`src/rtl/alu_seq_pkg.sv`:
```
// alu_seq_pkg: shared types for the sequential ALU.
//   alu_op_e    - operation codes carried on the 4-bit op port
//   alu_state_e - handshake FSM states (IDLE accepts, BUSY iterates, DONE presents)
//   alu_flags_t - registered status flags {c, z, n, v}
// Optional multiplier is controlled by the macro ALU_SEQ_MUL_EN (see alu_seq.sv).
package alu_seq_pkg;

    localparam int OP_W = 4;

    typedef enum logic [OP_W-1:0] {
        OP_ADD  = 4'd0,
        OP_SUB  = 4'd1,
        OP_AND  = 4'd2,
        OP_OR   = 4'd3,
        OP_XOR  = 4'd4,
        OP_NOTA = 4'd5,
        OP_NOTB = 4'd6,
        OP_SHL  = 4'd7,
        OP_SHR  = 4'd8,
        OP_MUL  = 4'd9
    } alu_op_e;

    typedef enum logic [1:0] {
        ST_IDLE = 2'd0,
        ST_BUSY = 2'd1,
        ST_DONE = 2'd2
    } alu_state_e;

    typedef struct packed {
        logic c;
        logic z;
        logic n;
        logic v;
    } alu_flags_t;

endpackage

```
`src/rtl/alu_iter_unit.sv`:
```
// alu_iter_unit: multicycle datapath used while the ALU is in BUSY.
//   Shifts move one bit per cycle; the multiplier (ALU_SEQ_MUL_EN only) runs a
//   right-shifting shift-add over a 2*WIDTH accumulator for WIDTH iterations.
// Ports:
//   clk, rst        clock, synchronous active-high reset (control state only)
//   start           load operands and begin iterating (count must be nonzero)
//   is_mul, is_shr  operation select latched at start (SHL when both low)
//   a, b            operands; shamt is the shift amount for shifts
//   done            high during the cycle whose clock edge performs the last step
//   res, carry      value the final step produces (valid while done is high)
module alu_iter_unit
    import alu_seq_pkg::*;
#(
    parameter int WIDTH = 16,
    parameter int SHW   = $clog2(WIDTH)
) (
    input  logic             clk,
    input  logic             rst,
    input  logic             start,
    input  logic             is_mul,
    input  logic             is_shr,
    input  logic [WIDTH-1:0] a,
    input  logic [WIDTH-1:0] b,
    input  logic [SHW-1:0]   shamt,
    output logic             done,
    output logic [WIDTH-1:0] res,
    output logic             carry
);

    localparam logic [SHW:0] CNT_ONE = {{SHW{1'b0}}, 1'b1};

    logic             busy;
    logic [SHW:0]     count;
    logic             mode_mul;
    logic             mode_shr;
    logic [WIDTH-1:0] work;
    logic [WIDTH-1:0] work_step;
    logic             shift_out;

`ifdef ALU_SEQ_MUL_EN
    logic [2*WIDTH-1:0] acc;
    logic [2*WIDTH-1:0] acc_step;
    logic [WIDTH-1:0]   mcand;
    logic [WIDTH:0]     part_sum;
`else
    logic unused_mul_sel;
    assign unused_mul_sel = is_mul;
`endif

    assign done = busy && (count == CNT_ONE);

    always_comb begin
        work_step = mode_shr ? (work >> 1) : (work << 1);
        shift_out = mode_shr ? work[0] : work[WIDTH-1];
    end

`ifdef ALU_SEQ_MUL_EN
    // Upper half accumulates the multiplicand when the current multiplier bit
    // (acc[0]) is set; the whole accumulator then shifts right, so after WIDTH
    // steps the upper/lower halves hold the high/low product.
    always_comb begin
        part_sum = {1'b0, acc[2*WIDTH-1:WIDTH]} + (acc[0] ? {1'b0, mcand} : '0);
        acc_step = {part_sum, acc[WIDTH-1:1]};
        res      = mode_mul ? acc_step[WIDTH-1:0] : work_step;
        carry    = mode_mul ? (|acc_step[2*WIDTH-1:WIDTH]) : shift_out;
    end
`else
    always_comb begin
        res   = work_step;
        carry = shift_out;
    end
`endif

    always_ff @(posedge clk) begin
        if (rst) begin
            busy     <= 1'b0;
            count    <= '0;
            mode_mul <= 1'b0;
            mode_shr <= 1'b0;
        end else if (start) begin
            busy     <= 1'b1;
`ifdef ALU_SEQ_MUL_EN
            count    <= is_mul ? (SHW+1)'(WIDTH) : {1'b0, shamt};
            mode_mul <= is_mul;
`else
            count    <= {1'b0, shamt};
            mode_mul <= 1'b0;
`endif
            mode_shr <= is_shr;
        end else if (busy) begin
            count <= count - CNT_ONE;
            if (count == CNT_ONE) begin
                busy <= 1'b0;
            end
        end
    end

    // Operand registers carry no reset; they are always reloaded by start.
    always_ff @(posedge clk) begin
        if (start) begin
            work <= a;
        end else if (busy) begin
            work <= work_step;
        end
    end

`ifdef ALU_SEQ_MUL_EN
    always_ff @(posedge clk) begin
        if (start) begin
            acc   <= {{WIDTH{1'b0}}, b};
            mcand <= a;
        end else if (busy) begin
            acc <= acc_step;
        end
    end
`else
    logic unused_b;
    assign unused_b = ^b;
`endif

endmodule

```
`src/rtl/alu_seq.sv`:
```
// alu_seq: handshaked sequential ALU with registered result and status flags.
//   Single-cycle ops complete at the accept edge; nonzero shifts and (when the
//   macro ALU_SEQ_MUL_EN is defined) MUL iterate in alu_iter_unit while BUSY.
//   Without ALU_SEQ_MUL_EN op 9 behaves as the default pass-A op.
// Ports:
//   clk, rst              clock, synchronous active-high reset
//   in_valid / in_ready   operand handshake (in_ready only in IDLE)
//   a, b, op              operands and op code (b[SHW-1:0] = shift amount)
//   out_valid / out_ready result handshake (out_valid only in DONE)
//   result                registered result
//   flag_c/z/n/v          carry/borrow/shift-out/mul-high, zero, negative, overflow
module alu_seq
    import alu_seq_pkg::*;
#(
    parameter int WIDTH = 16,
    parameter int SHW   = $clog2(WIDTH)
) (
    input  logic             clk,
    input  logic             rst,
    input  logic             in_valid,
    output logic             in_ready,
    input  logic [WIDTH-1:0] a,
    input  logic [WIDTH-1:0] b,
    input  logic [3:0]       op,
    output logic             out_valid,
    input  logic             out_ready,
    output logic [WIDTH-1:0] result,
    output logic             flag_c,
    output logic             flag_z,
    output logic             flag_n,
    output logic             flag_v
);

    alu_state_e       state;
    alu_state_e       state_next;
    alu_op_e          op_e;
    alu_flags_t       flags;

    logic             accept;
    logic             is_shift;
    logic             is_mul;
    logic             start_iter;
    logic [SHW-1:0]   shamt;

    logic [WIDTH:0]   sum_ext;
    logic [WIDTH:0]   diff_ext;
    logic [WIDTH-1:0] sc_res;
    logic             sc_c;
    logic             sc_v;

    logic             iter_done;
    logic [WIDTH-1:0] iter_res;
    logic             iter_carry;

    function automatic alu_flags_t make_flags(input logic [WIDTH-1:0] r,
                                              input logic c, input logic v);
        alu_flags_t f;
        f.c = c;
        f.z = (r == '0);
        f.n = r[WIDTH-1];
        f.v = v;
        return f;
    endfunction

    assign op_e      = alu_op_e'(op);
    assign in_ready  = (state == ST_IDLE);
    assign out_valid = (state == ST_DONE);
    assign accept    = in_valid && in_ready;
    assign shamt     = b[SHW-1:0];
    assign is_shift  = (op_e == OP_SHL) || (op_e == OP_SHR);
`ifdef ALU_SEQ_MUL_EN
    assign is_mul    = (op_e == OP_MUL);
`else
    assign is_mul    = 1'b0;
`endif
    // A zero-amount shift has nothing to iterate and completes like a logic op.
    assign start_iter = accept && (is_mul || (is_shift && (shamt != '0)));

    assign flag_c = flags.c;
    assign flag_z = flags.z;
    assign flag_n = flags.n;
    assign flag_v = flags.v;

    // Single-cycle datapath
    always_comb begin
        sum_ext  = {1'b0, a} + {1'b0, b};
        diff_ext = {1'b0, a} - {1'b0, b};
        sc_res   = a;
        sc_c     = 1'b0;
        sc_v     = 1'b0;
        case (op_e)
            OP_ADD: begin
                sc_res = sum_ext[WIDTH-1:0];
                sc_c   = sum_ext[WIDTH];
                sc_v   = (a[WIDTH-1] == b[WIDTH-1]) && (sum_ext[WIDTH-1] != a[WIDTH-1]);
            end
            OP_SUB: begin
                sc_res = diff_ext[WIDTH-1:0];
                sc_c   = diff_ext[WIDTH];   // borrow out of the extended subtract
                sc_v   = (a[WIDTH-1] != b[WIDTH-1]) && (diff_ext[WIDTH-1] != a[WIDTH-1]);
            end
            OP_AND:  sc_res = a & b;
            OP_OR:   sc_res = a | b;
            OP_XOR:  sc_res = a ^ b;
            OP_NOTA: sc_res = ~a;
            OP_NOTB: sc_res = ~b;
            default: sc_res = a;
        endcase
    end

    alu_iter_unit #(
        .WIDTH (WIDTH),
        .SHW   (SHW)
    ) u_iter (
        .clk    (clk),
        .rst    (rst),
        .start  (start_iter),
        .is_mul (is_mul),
        .is_shr (op_e == OP_SHR),
        .a      (a),
        .b      (b),
        .shamt  (shamt),
        .done   (iter_done),
        .res    (iter_res),
        .carry  (iter_carry)
    );

    // FSM state register
    always_ff @(posedge clk) begin
        if (rst) begin
            state <= ST_IDLE;
        end else begin
            state <= state_next;
        end
    end

    always_comb begin
        state_next = state;
        case (state)
            ST_IDLE: begin
                if (accept) begin
                    state_next = start_iter ? ST_BUSY : ST_DONE;
                end
            end
            ST_BUSY: begin
                if (iter_done) begin
                    state_next = ST_DONE;
                end
            end
            ST_DONE: begin
                if (out_ready) begin
                    state_next = ST_IDLE;
                end
            end
            default: state_next = ST_IDLE;
        endcase
    end

    // Result/flag register: loads only at completion, so it holds through DONE.
    always_ff @(posedge clk) begin
        if (rst) begin
            result <= '0;
            flags  <= '0;
        end else if (accept && !start_iter) begin
            result <= sc_res;
            flags  <= make_flags(sc_res, sc_c, sc_v);
        end else if ((state == ST_BUSY) && iter_done) begin
            result <= iter_res;
            flags  <= make_flags(iter_res, iter_carry, 1'b0);
        end
    end

endmodule

```
`config.mk`:
```
export PLATFORM = sky130hd
export DESIGN_NAME = alu_seq
export DESIGN_NICKNAME = d
export VERILOG_FILES = /design/src/rtl/alu_seq_pkg.sv /design/src/rtl/alu_iter_unit.sv /design/src/rtl/alu_seq.sv
export SDC_FILE = /design/constraint.sdc
export NUM_CORES = 1
export LEC_CHECK = 0
export ABC_AREA = 1
export CAP_MARGIN = 20
export CORE_MARGIN = 5
export CORE_UTILIZATION = 55
export DETAILED_ROUTE_END_ITERATION = 7
export HOLD_SLACK_MARGIN = 0.08
export PLACE_DENSITY = 0.9
export SLEW_MARGIN = 15
export SYNTH_ARGS = -nofsm -noshare
export SYNTH_HDL_FRONTEND = slang
export SYNTH_SLANG_ARGS = --single-unit
```
`constraint.sdc`:
```
create_clock -name clk -period 8.1 [get_ports clk]
set_clock_uncertainty 0.05 [all_clocks]
set_input_delay 2.43 -clock clk [delete_from_list [all_inputs] [get_ports clk]]
set_output_delay 2.43 -clock clk [all_outputs]
set_load 0.005 [all_outputs]
```
==> flow_metrics.tcl, run 1 <==
set metrics [dict create \
    min-delay-start "flag_v$_SDFFE_PP0P_" \
    drv_slew 0 \
    pwr-share-clk 0.197 \
    cts-hold-fix-buffers 0 \
    p_per_area_nw_per_um2 114.6 \
    syn_nets 934 \
    core_area_sq_um 9240 \
    outcome "finished clean" \
    postCtsSetupRepairBufs 0 \
    tightest_slew_ns 0.8802 \
    synth_top_area_share 0.1482 \
    chipHeight_microns 107.2 \
    path_clk_slew_ns 0.08 \
    via_per_inst 5.955 \
    initial_core_util 0.5621 \
    finalSetupViolCount 0 \
    whs_ns 0.4273 \
    reg2regPathDepth 8 \
    fmax_mhz 194.2 \
    grt_first_pass_wirelength_microns 25720 \
    io_buffers 61 \
    insertedDiodeCount 0 \
    power.internal_mw 0.4110 \
    placement_rows 35 \
    cts_buffers 5 \
    netlist_area_sq_um 5194 \
    yosys_warnings 0 \
    ctsLongestPathBuffers 2 \
    rsz0062_at_grt "no" \
    max-vdd-ir-drop_mv 0.06858 \
    r2r_slack_ns 5.53 \
    cap_violations 0 \
    io_pins 62 \
    grt_pass1_vias 5533 \
    endpoint_kind "flip-flop" \
    synthCells 839 \
    vias 5985 \
    tns_ns 0 \
    area_delta_synth_final_pct 12.94 \
    htree_levels 2 \
    slew_headroom 0.4124 \
    p_switching_mw 0.2612 \
    die_area_sq_um 11490 \
    ys_seq_area_frac 0.2004 \
    worstReg2RegEnd "u_iter.count[3]$_SDFFE_PP0P_" \
    clock_tree.root_cell "clkbuf_8" \
    grt_usage 0.2738 \
    timing.rr.start "state[0]$_SDFFE_PP0P_" \
    path_class "in -> reg" \
    drt-initial-drc-count 632 \
    antenna_found_initial 0 \
    synth-seq-cells 44 \
    dpl.hpwl_microns 12430 \
    ys_types 41 \
    fillers 858 \
    nets 970 \
    die_x_microns 107.2 \
    endpoint "u_iter.count[3]$_SDFFE_PP0P_" \
    overflow 0 \
    avgSynthCellArea_sq_um 6.190 \
    yosysTopAreaCell "nand2_1" \
    fin_crit_ns 5.150 \
    yosys-top-cells-area "nand2_1 15%, ha_1 13%, dfxtp_1 11%" \
    critPathLaunch "op[0]" \
    period_share 0.6358 \
    power_frac_seq 0.379 \
    ant_nets 0 \
    hold_viol 0 \
    path_max_fanout 36 \
    cts_tree "done" \
    cts.repair.resized 0 \
    worstPathArrival_ns 5.26 \
    sw_frac_of_total 0.3885 \
    p_comb_frac 0.425 \
    remaining_drc_errors 0 \
    cp.required_ns 8.21 \
    gp_congestion 1.008 \
    grt_max_degree 37 \
    hp-class "reg -> reg" \
    wl_per_cell_microns 16.00 \
    start_kind "input port" \
    cts_num_sinks 44 \
    first_pass_iters 6 \
    drive_gt1_frac 0.03425 \
    power.leakage_nw 2.663 \
    drt_wl_total_microns 16080 \
    worstSkewPairLatency_ns 0.29 \
]
==> cell usage in the layout (no fill, tap or decap), drive strengths merged, types with 3 or more instances in the layout <==
cell type,Yosys,routed
inv,113,113
a31oi,4,4
nand3b,4,4
mux2i,11,11
nor3,9,9
clkdlybuf4s50,0,61
o21ai,63,63
nand2,210,210
nand4,17,17
edfxtp,16,16
o21a,3,3
ha,53,53
nor2,100,100
a211oi,7,7
dfxtp,28,28
o21bai,3,3
nand3,91,91
clkbuf,6,8
o22ai,16,16
a21oi,40,40
a221oi,3,3
==> area by class of cell <==
type | count | area (sq um) | share of cell area
Multi-Input combinational cell | 650 | 3548 | 0.6049
Timing Repair Buffer | 61 | 610.6 | 0.1041
Tap cell | 129 | 161.4 | 0.02752
Sequential cell | 44 | 1041 | 0.1775
Clock buffer | 8 | 80.08 | 0.01365
Inverter | 113 | 424.2 | 0.07231
==> stage by stage <==
step / instances / util / power [mW] / setup slack [ns] / area, sq um
after CTS: 1005 / 0.6348 / 0.6637 / 2.979 / 5866
after floorplan: 839 / - / 0.4411 / 3.847 / 5194
after global routing: 1005 / 0.6348 / 0.7108 / 2.656 / 5866
after detailed placement: 997 / 0.6261 / 0.5355 / 2.698 / 5786
final: 1005 / 0.6348 / 0.6722 / 2.950 / 5866
after global placement: 997 / 0.6261 / 0.5306 / 2.801 / 5786
==> layer usage <==
| metal | routed length [microns] | track usage |
|---|---|---|
| met5 | 0 | 0 |
| met3 | 2027 | 0.03552 |
| met1 | 6019 | 0.3475 |
| met4 | 762 | 0.1434 |
| met2 | 7275 | 0.4513 |
==> registers in the layout (all words and copies together), names as in the netlist <==
register / cells
flag_c: 1
flag_v: 1
flag_z: 1
result: 16
state: 2
u_iter.busy: 1
u_iter.count: 5
u_iter.mode_shr: 1
u_iter.work: 16
==> worst min-delay path by stage <==
| stage | endpoint | cells past startpoint |
|---|---|---|
| after floorplan | u_iter.count[4]$_SDFFE_PP0P_ | 2 |
| after global routing | flag_v$_SDFFE_PP0P_ | 2 |
| after detailed placement | flag_v$_SDFFE_PP0P_ | 2 |
| after global placement | flag_v$_SDFFE_PP0P_ | 2 |
| final | flag_v$_SDFFE_PP0P_ | 2 |
| after CTS | flag_v$_SDFFE_PP0P_ | 2 |
==> worst max-delay path: stages <==
cell             delay, ns
clkdlybuf4s50_1       0.53
nor2_2                0.24
nand3_1               0.13
nand2_1               0.13
nand2_1               0.10
nor2_4                0.53
inv_2                 0.22
nand2_1               0.58
inv_1                 0.14
a21oi_1               0.17
nor2_1                0.05
==> synth_stat cells <==
cell and n:
a211oi_1 7, a21boi_0 1, a21oi_1 37, a21oi_2 3, a221oi_1 3, a311oi_1 1
a31oi_1 4, and3_1 1, buf_2 18, buf_4 6, buf_6 2, clkbuf_1 6
dfxtp_1 28, edfxtp_1 16, fa_1 2, ha_1 53, inv_1 107, inv_2 6
mux2i_1 11, nand2_1 205, nand2_2 5, nand3_1 91, nand3b_1 4, nand4_1 17
nor2_1 93, nor2_2 5, nor2_4 2, nor3_1 8, nor3_2 1, nor4_1 2
o211ai_1 2, o21a_1 3, o21ai_0 61, o21ai_1 2, o21bai_1 3, o221a_2 2
o22ai_1 16, o2bb2ai_1 1, or2_2 1, xnor2_1 1, xor2_1 2
==> power by group through the flow <==
stage | clock [mW] | sequential (mW) | combinational, mW
after floorplan | 0 | 0.256 | 0.185
after global placement | 0 | 0.259 | 0.272
after detailed placement | 0 | 0.259 | 0.276
after CTS | 0.132 | 0.254 | 0.278
after global routing | 0.141 | 0.256 | 0.314
final | 0.132 | 0.255 | 0.285
==> cell families after synthesis <==
family          count (synthesis)  synth area share
xor+xnor                        3          0.005060
mux                            11           0.02120
compound gates                146            0.1614
flops                          44            0.2004
simple gates                  435            0.3602
fa+ha+maj                      55            0.1354
buf+inv                       145            0.1164
No activity file was read; power rests on OpenSTA's default activity.
==> run 2: changes to the inputs <==
--- a/config.mk
+++ b/config.mk
@@ -8,10 +8,10 @@
 export ABC_AREA = 1
 export CAP_MARGIN = 20
 export CORE_MARGIN = 5
-export CORE_UTILIZATION = 55
+export CORE_UTILIZATION = 52
 export DETAILED_ROUTE_END_ITERATION = 7
 export HOLD_SLACK_MARGIN = 0.08
-export PLACE_DENSITY = 0.9
+export PLACE_DENSITY = 0.89
 export SLEW_MARGIN = 15
 export SYNTH_ARGS = -nofsm -noshare
 export SYNTH_HDL_FRONTEND = slang
==> constraint.sdc (replaced) <==
create_clock -name clk -period 4.6 [get_ports clk]
set_clock_uncertainty 0.05 [all_clocks]
set_input_delay 1.38 -clock clk [delete_from_list [all_inputs] [get_ports clk]]
set_output_delay 1.38 -clock clk [all_outputs]
set_load 0.005 [all_outputs]
==> flow_metrics.tcl, run 2 (same netlist as run 1, synthesis figures left out) <==
set metrics [dict create \
    outcome "finished clean" \
    timing.rr.start "u_iter.mode_shr$_SDFFE_PP0P_" \
    r2r_slack_ns 2.18 \
    drv_slew 0 \
    antenna_found_initial 0 \
    p_per_area_nw_per_um2 203.0 \
    min-delay-start "flag_v$_SDFFE_PP0P_" \
    totalPowerFinal_mw 1.204 \
    wl_met2_microns 7724 \
    hold_viol 0 \
    die_x_microns 109.9 \
    insertedDiodeCount 0 \
    io_pins 62 \
    grt_usage 0.2786 \
    cts-hold-fix-buffers 0 \
    rsz0062_at_grt "no" \
    period_share 0.8902 \
    fin_ws_ns 0.5052 \
    cts.repair.resized 0 \
    grt_max_degree 36 \
    worstPathArrival_ns 4.28 \
    fin_cells 1016 \
    reg2regPathDepth 9 \
    die_area_sq_um 12090 \
    cts_tree "done" \
    power.leakage_nw 2.696 \
    worstReg2RegEnd "flag_z$_SDFFE_PP0P_" \
    cts_buffers 5 \
    chipHeight_microns 109.9 \
    placement_rows 36 \
    area_delta_synth_final_pct 14.19 \
    finalSetupViolCount 0 \
    hp-class "reg -> reg" \
    grt_pass1_vias 5623 \
    ctsLongestPathBuffers 2 \
    max-vdd-ir-drop_mv 0.1381 \
    start_kind "input port" \
    crit_top_cell "nand2_1" \
    path_max_fanout 6 \
    gp_congestion 0.9907 \
    vias 5949 \
    io_buffers 61 \
    place_inst 1008 \
    tns_ns 0 \
    drt-initial-drc-count 632 \
    remaining_drc_errors 0 \
    htree_levels 2 \
    cap_violations 0 \
    postCtsSetupRepairBufs 0 \
    overflow 0 \
    hold_depth 2 \
    drt_wl_total_microns 16770 \
    cp_top_family "simple AND/OR/NAND/NOR gates" \
    post-place-ws_ns 0.3341 \
    crit_chain "clkdlybuf4s50_1, inv_1, ha_1, o21ai_0, nand3_1, nand2_1, nand2_1, nand2_1, nand2_1, nand2_1, nand2_1, nand3_1, nand4_1, nor2_1, nand3_1, a21oi_1" \
    drive_gt1_frac 0.04417 \
    dpl.hpwl_microns 12850 \
    nets 977 \
    first_pass_iters 7 \
    met3_length_microns 1763 \
    slew_headroom 0.3843 \
    path_clk_slew_ns 0.09 \
    via_per_inst 5.855 \
    critPathBufInv 2 \
    ant_nets 0 \
    wl_per_cell_microns 16.51 \
    cp.required_ns 4.79 \
    final_cell_mix "205 x nand2_1, 107 x inv_1, 93 x nor2_1, 91 x nand3_1" \
    top_layer "met4" \
    clock_tree.root_cell "clkbuf_8" \
    wl_met1_microns 6603 \
    fmax_mhz 244.2 \
    top_regs "result: 16 flops, u_iter.work: 16 flops, u_iter.count: 5 flops" \
    tightest_slew_ns 0.9223 \
    path_class "in -> reg" \
    fin_crit_ns 4.095 \
    final_common_cell "nand2_1" \
    critical_path.max_stage_delay_ns 0.63 \
    initial_core_util 0.5314 \
    crit_slowest_cell "clkdlybuf4s50_1" \
    core_area_sq_um 9774 \
    endpoint_kind "flip-flop" \
    worstSkewPairLatency_ns 0.30 \
    grt_first_pass_wirelength_microns 26690 \
    holdPathEnd "flag_v$_SDFFE_PP0P_" \
    cts_num_sinks 44 \
]
## run 2: cell type report
class	instances	area, sq um
Inverter	113	424.2
Sequential cell	44	1041
Timing Repair Buffer	68	663.1
Multi-Input combinational cell	650	3548
Clock buffer	5	68.82
Fill cell	966	3844
Clock inverter	3	18.77
Tap cell	133	166.4
## run 2: through the flow
stage / util / instance area, sq um / hold slack, ns
floorplan: - / 5194 / 0.4055
global placement: 0.5978 / 5843 / 0.4092
detailed placement: 0.5978 / 5843 / 0.4157
CTS: 0.6068 / 5931 / 0.4270
global route: 0.6068 / 5931 / 0.4516
finish: 0.6068 / 5931 / 0.4239
## run 2: routing by layer
metal,global-route usage,vias to the layer above
li1,-,2855
met1,0.3580,2643
met2,0.4649,381
met3,0.02936,70
met4,0.1327,0
met5,0,-
## run 2: worst max path at each step
| stage | startpoint | to | depth (start not counted) |
|---|---|---|---|
| 6_report | a[1] | flag_z$_SDFFE_PP0P_ | 16 |
| 5_1_grt | a[1] | flag_z$_SDFFE_PP0P_ | 16 |
| 4_1_cts | a[1] | flag_z$_SDFFE_PP0P_ | 16 |
| 3_5_place_dp | a[1] | flag_z$_SDFFE_PP0P_ | 16 |
| 3_3_place_gp | a[1] | flag_z$_SDFFE_PP0P_ | 16 |
| 2_1_floorplan | a[0] | result[10]$_SDFFE_PP0P_ | 17 |
## run 2: worst min-delay path, cell delays in order, from the launching register on
cell and delay (ns):
dfxtp_1 0.32, nand2_1 0.06, a21oi_1 0.06
## run 2: power breakdown
group          internal, mW  total [mW]  leakage [nW]  switching [mW]
Clock                 0.105       0.242        0.0378           0.137
Combinational         0.191       0.512          2.28           0.322
Sequential            0.430       0.450         0.375          0.0200
Total                 0.725        1.20          2.70           0.479
